`config.mk`:
```
export PLATFORM = sky130hd
export DESIGN_NAME = ship_placer
export DESIGN_NICKNAME = d
export VERILOG_FILES = /design/src/rtl/battleship_pkg.sv /design/src/rtl/ship_occupancy_map.sv /design/src/rtl/ship_placer.sv
export SDC_FILE = /design/constraint.sdc
export NUM_CORES = 1
export LEC_CHECK = 0
export ABC_CLOCK_PERIOD_IN_PS = 5500
export CORE_AREA = 2 2 79 81
export DETAILED_ROUTE_END_ITERATION = 8
export DIE_AREA = 0 0 81 83
export PLACE_DENSITY = 0.79
export SLEW_MARGIN = 20
export SYNTH_ARGS = -nofsm -noshare
export SYNTH_HDL_FRONTEND = slang
export SYNTH_SLANG_ARGS = --single-unit
```
`constraint.sdc`:
```
create_clock -name clk -period 5.5 [get_ports clk]
set_input_delay 0.55 -clock clk [delete_from_list [all_inputs] [get_ports clk]]
set_output_delay 0.55 -clock clk [all_outputs]
set_load 0.01 [all_outputs]
```
`src/rtl/battleship_pkg.sv`:
```
// Shared types, board defaults and cell helpers for the battleship placement logic.
package battleship_pkg;

  localparam int CELL_W          = 5;
  localparam int BOARD_ROWS_DEF  = 5;
  localparam int BOARD_COLS_DEF  = 5;
  localparam int MAX_SHIPS       = 5;

  typedef logic [CELL_W-1:0] cell_t;

  typedef enum logic [2:0] {
    IDLE,
    WAIT_POS,
    CHECK,
    WRITE,
    REJECT,
    DONE
  } placer_state_t;

  // Ship i occupies i+1 cells.
  function automatic logic [3:0] ship_len(input logic [2:0] idx);
    return {1'b0, idx} + 4'd1;
  endfunction

  // Code 0 is reserved for empty/hit, so live cells are numbered from 1.
  function automatic cell_t cell_code(input logic [3:0] row, input logic [3:0] col,
                                      input int cols);
    int c;
    c = int'(row) * cols + int'(col) + 1;
    return cell_t'(c);
  endfunction

endpackage

```
`src/rtl/ship_occupancy_map.sv`:
```
// One bit per board cell, indexed by cell code; clear wins over a same-cycle set.
module ship_occupancy_map
  import battleship_pkg::*;
#(
  parameter int N = BOARD_ROWS_DEF * BOARD_COLS_DEF
) (
  input  logic  clk,
  input  logic  rst,
  input  logic  clear,
  input  logic  set_en,
  input  cell_t set_code,
  input  cell_t rd_code,
  output logic  occupied
);

  logic [N-1:0] occ;

  always_ff @(posedge clk) begin
    if (rst || clear) begin
      occ <= '0;
    end else if (set_en && set_code != '0) begin
      // NOTE: state registers take non-blocking assignments so every flop updates from pre-edge values.
      occ[set_code - cell_t'(1)] <= 1'b1;
    end
  end

  assign occupied = (rd_code != '0) && occ[rd_code - cell_t'(1)];

endmodule

```
`src/rtl/ship_placer.sv`:
```
// Fleet placement FSM: bounds check, per-cell overlap check, then one ship-register write per cycle.
module ship_placer
  import battleship_pkg::*;
#(
  parameter int numBarcos  = 5,
  parameter int BOARD_ROWS = BOARD_ROWS_DEF,
  parameter int BOARD_COLS = BOARD_COLS_DEF
) (
  input  logic       clk,
  input  logic       rst,
  input  logic       start,
  input  logic       place_req,
  input  logic [2:0] cur_row,
  input  logic [2:0] cur_col,
  input  logic       orient,
  output logic       wr_en,
  output logic [2:0] wr_ship,
  output logic [2:0] wr_slot,
  output logic [4:0] wr_cell,
  output logic [2:0] cur_ship,
  output logic       busy,
  output logic       reject,
  output logic       done
);

  localparam logic [3:0] ROWS4     = 4'(BOARD_ROWS);
  localparam logic [3:0] COLS4     = 4'(BOARD_COLS);
  localparam logic [2:0] LAST_SHIP = 3'(numBarcos - 1);

  placer_state_t state_q, state_d;
  logic [2:0] ship_q, ship_d;
  logic [2:0] k_q, k_d;
  logic [2:0] row_q, col_q;
  logic       orient_q;
  logic       latch_pos;

  logic [3:0] len;
  logic       last_k;
  logic [3:0] far_row, far_col;
  logic       in_bounds;
  logic [3:0] row_k, col_k;
  cell_t      cell_k;
  logic       occupied;

  assign len    = ship_len(ship_q);
  assign last_k = ({1'b0, k_q} == len - 4'd1);

  // Far end is formed at 4 bits so an anchor near 7 cannot wrap back onto the board.
  assign far_row   = {1'b0, cur_row} + (orient  ? len - 4'd1 : 4'd0);
  assign far_col   = {1'b0, cur_col} + (!orient ? len - 4'd1 : 4'd0);
  assign in_bounds = (far_row < ROWS4) && (far_col < COLS4);

  assign row_k  = {1'b0, row_q} + (orient_q  ? {1'b0, k_q} : 4'd0);
  assign col_k  = {1'b0, col_q} + (!orient_q ? {1'b0, k_q} : 4'd0);
  assign cell_k = cell_code(row_k, col_k, BOARD_COLS);

  ship_occupancy_map #(.N(BOARD_ROWS * BOARD_COLS)) u_map (
    .clk      (clk),
    .rst      (rst),
    .clear    (start),
    .set_en   (state_q == WRITE),
    .set_code (cell_k),
    .rd_code  (cell_k),
    .occupied (occupied)
  );

  always_comb begin
    // NOTE: every always_comb output gets a default first so no path can infer a latch.
    state_d   = state_q;
    ship_d    = ship_q;
    k_d       = k_q;
    latch_pos = 1'b0;
    if (start) begin
      state_d = WAIT_POS;
      ship_d  = '0;
      k_d     = '0;
    end else begin
      unique case (state_q)
        IDLE: ;
        WAIT_POS: begin
          if (place_req) begin
            latch_pos = 1'b1;
            k_d       = '0;
            state_d   = in_bounds ? CHECK : REJECT;
          end
        end
        CHECK: begin
          if (occupied) begin
            state_d = REJECT;
          end else if (last_k) begin
            state_d = WRITE;
            k_d     = '0;
          end else begin
            k_d = k_q + 3'd1;
          end
        end
        WRITE: begin
          if (last_k) begin
            k_d = '0;
            if (ship_q == LAST_SHIP) begin
              state_d = DONE;
            end else begin
              ship_d  = ship_q + 3'd1;
              state_d = WAIT_POS;
            end
          end else begin
            k_d = k_q + 3'd1;
          end
        end
        REJECT:  state_d = WAIT_POS;
        DONE:    ;
        default: state_d = IDLE;
      endcase
    end
  end

  always_ff @(posedge clk) begin
    if (rst) begin
      state_q  <= IDLE;
      ship_q   <= '0;
      k_q      <= '0;
      row_q    <= '0;
      col_q    <= '0;
      orient_q <= 1'b0;
    end else begin
      state_q <= state_d;
      ship_q  <= ship_d;
      k_q     <= k_d;
      if (latch_pos) begin
        row_q    <= cur_row;
        col_q    <= cur_col;
        orient_q <= orient;
      end
    end
  end

  // A write cycle already on the outputs when start arrives completes; the map clear wins over its set.
  assign wr_en    = (state_q == WRITE);
  assign wr_ship  = wr_en ? ship_q : 3'd0;
  assign wr_slot  = wr_en ? k_q : 3'd0;
  assign wr_cell  = wr_en ? cell_k : 5'd0;
  assign cur_ship = ship_q;
  assign busy     = (state_q == CHECK) || (state_q == WRITE);
  assign reject   = (state_q == REJECT);
  assign done     = (state_q == DONE);

endmodule

```
# Word level (Yosys, flattened, before mapping)
# Index checks and enable logic that the tools add are counted.
dict set report word_totals {
  input_bits 11
  elab_cells 83
  out_inout_bits 18
  regBits 41
}
dict set report op_classes {
  eq_ne 15
  multipliers 1
  add_sub_neg 11
  magnitude_cmp 4
  mux 26
  bitwise_logic 3
  n_reduce_logical 15
}
# cell n
set op_table {}
lappend op_table {{$mux 3} 13}
lappend op_table {{$or 25x25->25} 1}
lappend op_table {{$pmux 3 s5} 1}
lappend op_table {{$eq 3x3->1 const B} 3}
lappend op_table {{$pmux 3 s3} 1}
lappend op_table {{$add 3x3->4} 2}
lappend op_table {{$add 3x4->4} 2}
lappend op_table {{$lt 4x3->1 const B} 2}
lappend op_table {{$mux 4} 2}
lappend op_table {{$reduce_and 4->1} 2}
lappend op_table {{$add 3x1->3 const B} 2}
lappend op_table {{$eq 3x2->1 const B} 2}
lappend op_table {{$lt 5x6->1 const B} 1}
lappend op_table {{$mux 1} 6}
lappend op_table {{$ne 3x3->1 const B} 2}
lappend op_table {{$reduce_and 3->1} 2}
lappend op_table {{$add 5x1->5 const B} 1}
lappend op_table {{$add 5x4->5} 1}
lappend op_table {{$bmux 1 s5} 1}
lappend op_table {{$demux 1 s5} 1}
lappend op_table {{$ge 5x1->1 const B} 1}
lappend op_table {{$mul 4x3->5 const B} 1}
lappend op_table {{$mux 5} 1}
lappend op_table {{$reduce_bool 5->1} 1}
lappend op_table {{15 further kinds} 23}

# Depth between registers and ports, before layout
dict set report depth {
  ltp_word 12
  mapped_depth 17
  mapped_depth_nobuf 17
}

# Hierarchy
# From an unflattened synthesis, not the netlist that was laid out.
dict set report hier_totals {
  hier_cells 327
  area_unflattened_um2 2884.0
}
# module instances area_each_um2 seq_area_each_um2 cells_per_inst
set modules_own_cells {}
lappend modules_own_cells {ship_placer 1 1635.3 320.3 193}
lappend modules_own_cells {ship_occupancy_map 1 1248.7 500.5 134}

# Least setup slack after synthesis
# Ideal clock, no wire load.
dict set report synth_timing {
  path_type {reg2reg}
  start {register k_q[0]}
  end {register k_q[1]}
  setup_slack_ns 0.688
  required_time_ns 5.384
  arrival_ns 4.696
  setup_ns 0.116
  stages_incl_launch_ff 17
  synth_period_minus_slack_ns 4.812
  path_buffers 0
  cell_sequence {dfxtp_1 and2_1 ha_1 fa_1 xor2_1 ha_1 ha_1 fa_1 inv_1 fa_1 xnor2_2 mux4_2 a21oi_1 o21ai_1 mux2i_4 o21ai_1 a41o_1}
}
dict set report synth_between {
  elab_chain_cells 11
  word_cells_on_any_way 19
  classes_between {add/sub (6); mul (1); eq/ne (2); mux (7); reduce/logical (3)}
}
# element line
set synth_rtl {}
lappend synth_rtl {{start: declaration} ship_placer.sv:32} ;# logic [2:0] k_q, k_d;
lappend synth_rtl {{start signal: assignment} ship_placer.sv:128} ;# k_q <= k_d;
lappend synth_rtl {{$mux 3} ship_placer.sv:53} ;# assign row_k = {1'b0, row_q} + (orient_q ? {1'b0, k_q} : 4'd0);
lappend synth_rtl {{$add 3x3->4} ship_placer.sv:53}
lappend synth_rtl {{$mul 4x3->5} battleship_pkg.sv:29} ;# c = int'(row) * cols + int'(col) + 1;
lappend synth_rtl {{$add 5x4->5} battleship_pkg.sv:29}
lappend synth_rtl {{$add 5x1->5} battleship_pkg.sv:29}
lappend synth_rtl {{$sub 5x1->5} ship_occupancy_map.sv:27} ;# assign occupied = (rd_code != '0) && occ[rd_code - cell_t'(1)];
lappend synth_rtl {{$bmux 1 s5} ship_occupancy_map.sv:27}
lappend synth_rtl {{$mux 1 (not written as such)} ship_occupancy_map.sv:27}
lappend synth_rtl {{$logic_and 1x1->1} ship_occupancy_map.sv:27}
lappend synth_rtl {{$ne 2x2->1 (no source line)} --}
lappend synth_rtl {{$reduce_and 3->1 (no source line)} --}
# Parallel ways exist; a longest one is shown, timed or not. The select of a mux whose other input is x is not followed.
# A chain may end at the register's enable or synchronous reset.

# Worst setup path after layout
# Same ends and word-level chain as after synthesis.

==> impl_metrics.toml <==
[global_route]
antenna_found_initial = 0
grt_overflow = 0
grt_usage = 0.190
grt_pass1_wl_mm = 10.2
first_global_vias = 2190
grt_start_max_net_pins = 32

[sta]
period_minus_slack_ps = 5180
hold_violations = 0
setup_tns_ps = 0
finalClockSkew_ps = 7.72
maxSlewHeadroom = 0.455
worst_pin_slew_ps = 811
max_clock_freq_mhz = 193
setup_viol = 0
min_period_over_period = 0.942
drv_slew = 0
rsz0062_at_grt = "no"

[floorplan]
die_area_sq_mm = 0.00672
coreArea_sq_mm = 0.00582
die_w_microns = 81
die_h_microns = 83
initial_core_util = 0.487
placementRows = 28
io_pins = 29

[detailed_routing]
wl_per_cell_microns = 14.6
drt_pass1_iterations = 4
drt_iter0_drc = 125
drc = 0
vias = 2233
vias_per_cell = 5.51
ant_nets = 0
postRouteWirelength_mm = 5.92

[placed_design]
post-dp-hpwl_mm = 4.47
io_buffers = 28
globalplace.congestion = 0.837
placed_cells = 397

[worst_hold_path]
worst_hold_path_type = "flip-flop to flip-flop"
hold_depth = 2
hold_start = "u_map.occ[2]"
worstHoldEndpoint = "u_map.occ[2]"

[synthesis]
synth-xor-area-share = 0.0600
synth_area_leaders = "dfxtp_1, ha_1, nor2_1"
yosysSeqAreaShare = 0.290
synth.ff_latch_count = 41
syn_inst = 302
postSynth.topFlopCell = "dfxtp_1"
synthSimpleGateAreaFrac = 0.199
synthAdderAreaFrac = 0.169
synth_nets = 347
async_flop_share = 0
syn_area_per_cell_sq_um = 9.38
synth_top_area_frac = 0.290
synth.cell_area_sq_mm = 0.00283
synth_compound_area_frac = 0.139
synth_edf_count = 0
synth_top_family_by_area = "simple AND/OR/NAND/NOR gates"
yosysWarnings = 0
synth.distinct_cells = 53
synthMuxAreaShare = 0.105
synth_largest_area_cell = "dfxtp_1"

[worst_setup_path]
r2r-end = "k_q[1]"
arrival_ps = 5370
crit_fanout = 10
crit_type = "flip-flop to flip-flop"
reg2reg_slack_ps = 320
rr_worst_depth = 16
start_kind = "flip-flop"
crit_required_ps = 5690
critPathCaptureType = "flip-flop"
r2r-start = "k_q[0]"

[power_and_ir_drop]
leakage_uw = 0.00143
power_frac_comb = 0.142
power_uw = 699
pwr-share-seq = 0.435
switching_share = 0.250
p_int_uw = 524
clock_power_share = 0.423
ir_worst_vdd_v = 0.000199
powerDensity_mw_per_mm2 = 210
power.switching_uw = 175

[cells_and_area]
diodes = 0
areaGrowthSynthToFinish_pct = 17.7
nNetsFinal = 374
final_cells = 405
finalCoreUtilization = 0.573
drive_gt1_frac = 0.0939

[cts]
postCtsSetupBuffers = 0
htreeDepth = 2
clk_latency_ps = 290
cts_sinks = 41
clk_pin_slew_ps = 80
cts_tree = "yes"
root_buffer = "clkbuf_8"
clockBufferDepth = 2
cts_buffers = 5

[flow_run]
max_cap_violations = 0

[outcome]
status = "finished, final reports clean"
## cell usage after synthesis (all sizes together) (2+ instances only)
cell type and n:
nor2 53, dfxtp 41, a21oi 37, ha 27, inv 15, mux2i 13
clkbuf 9, xor2 9, nor2b 8, fa 7, nor3b 7, and2 6
and3 6, mux4 6, nand2 6, nor3 5, o21ai 5, nand3 4
a21o 3, a31oi 3, buf 3, nand2b 3, o211ai 3, xnor2 3
o211a 2, o22ai 2, or2 2
## area by class of cell
cell class / count / area [sq um]
Timing Repair Buffer: 32 / 310
Clock buffer: 5 / 68.8
Inverter: 15 / 56.3
Tap cell: 75 / 93.8
Sequential cell: 41 / 821
Multi-Input combinational cell: 234 / 1920
Fill cell: 530 / 2480
Clock inverter: 3 / 68.8
## worst max-delay path by stage
| stage | from | to | slack (ps) | depth (start not counted) |
|---|---|---|---|---|
| after floorplan | k_q[0] | k_q[1] | 690 | 16 |
| after global placement | k_q[0] | k_q[1] | 390 | 16 |
| after detailed placement | k_q[0] | k_q[1] | 230 | 16 |
| after CTS | k_q[0] | k_q[1] | 210 | 16 |
| after global routing | k_q[0] | k_q[1] | 30 | 17 |
| final | k_q[0] | k_q[1] | 320 | 16 |
## flip-flops by register name, indices dropped and copies added (netlist names)
| name | count |
|---|---|
| k_q | 3 |
| state_q | 3 |
| row_q | 3 |
| cur_ship | 3 |
| u_map.occ | 25 |
| orient_q | 1 |
| col_q | 3 |
## layer usage
| layer | vias to the layer above | wire length [microns] | global-route usage |
|---|---|---|---|
| li1 | 1113 | - | - |
| met1 | 1060 | 2810 | 0.256 |
| met2 | 54 | 2800 | 0.310 |
| met3 | 6 | 263 | 0.0391 |
| met4 | 0 | 42 | 0.0447 |
| met5 | - | 0 | 0 |
## repair_timing
item / in CTS / in global routing
gates resized for setup: 0 / 1
hold buffers: 0 / 0
endpoints found under the setup margin: 0 / 4
hold endpoints to repair: 0 / 0
## power by group through the flow
stage / registers, uW / clock network (uW) / logic (uW)
CTS: 304 / 300 / 96.9
floorplan: 308 / 0 / 71.6
global route: 305 / 315 / 109
global placement: 311 / 0 / 94.5
finish: 304 / 296 / 99.1
detailed placement: 311 / 0 / 96.1
## layout by cell type, fill, tap and decap left out, types with 5 or more instances in the layout
cell	count
nor2_1	53
clkdlybuf4s50_1	28
and2_1	6
nor3_1	5
dfxtp_1	41
clkbuf_8	5
mux2i_1	11
a21oi_1	37
inv_1	14
ha_1	27
and3_1	6
nor2b_1	8
fa_1	7
xor2_1	6
nand2_1	6
## cells by family (layout without fill, tap and decap cells)
group                      count (synthesis)  after routing
adders and majority gates                 34             34
AOI/OAI and AO/OA                         64             64
buffers and inverters                     27             55
and+or+nand+nor                          104            104
DFF                                       41             41
muxes                                     19             19
xor gates and xnor gates                  13             13
## worst max-delay path, cell delays in order, from the launching register on
cell	delay, ps
dfxtp_1	390
and2_1	190
ha_1	200
fa_1	380
xor2_1	220
ha_1	270
ha_1	300
fa_1	570
inv_1	70
fa_1	640
xnor2_4	390
mux4_2	560
a21oi_1	160
o21ai_1	100
mux2i_4	250
o21ai_1	140
a41o_1	260
## metrics by stage
step	setup WS, ps	hold slack [ps]	area (sq um)
2_1_floorplan	688	428	2830
3_3_place_gp	392	440	3190
3_5_place_dp	232	454	3190
4_1_cts	212	474	3320
5_1_grt	33.0	491	3330
6_report	316	467	3330
No activity file was read; power rests on OpenSTA's default activity.
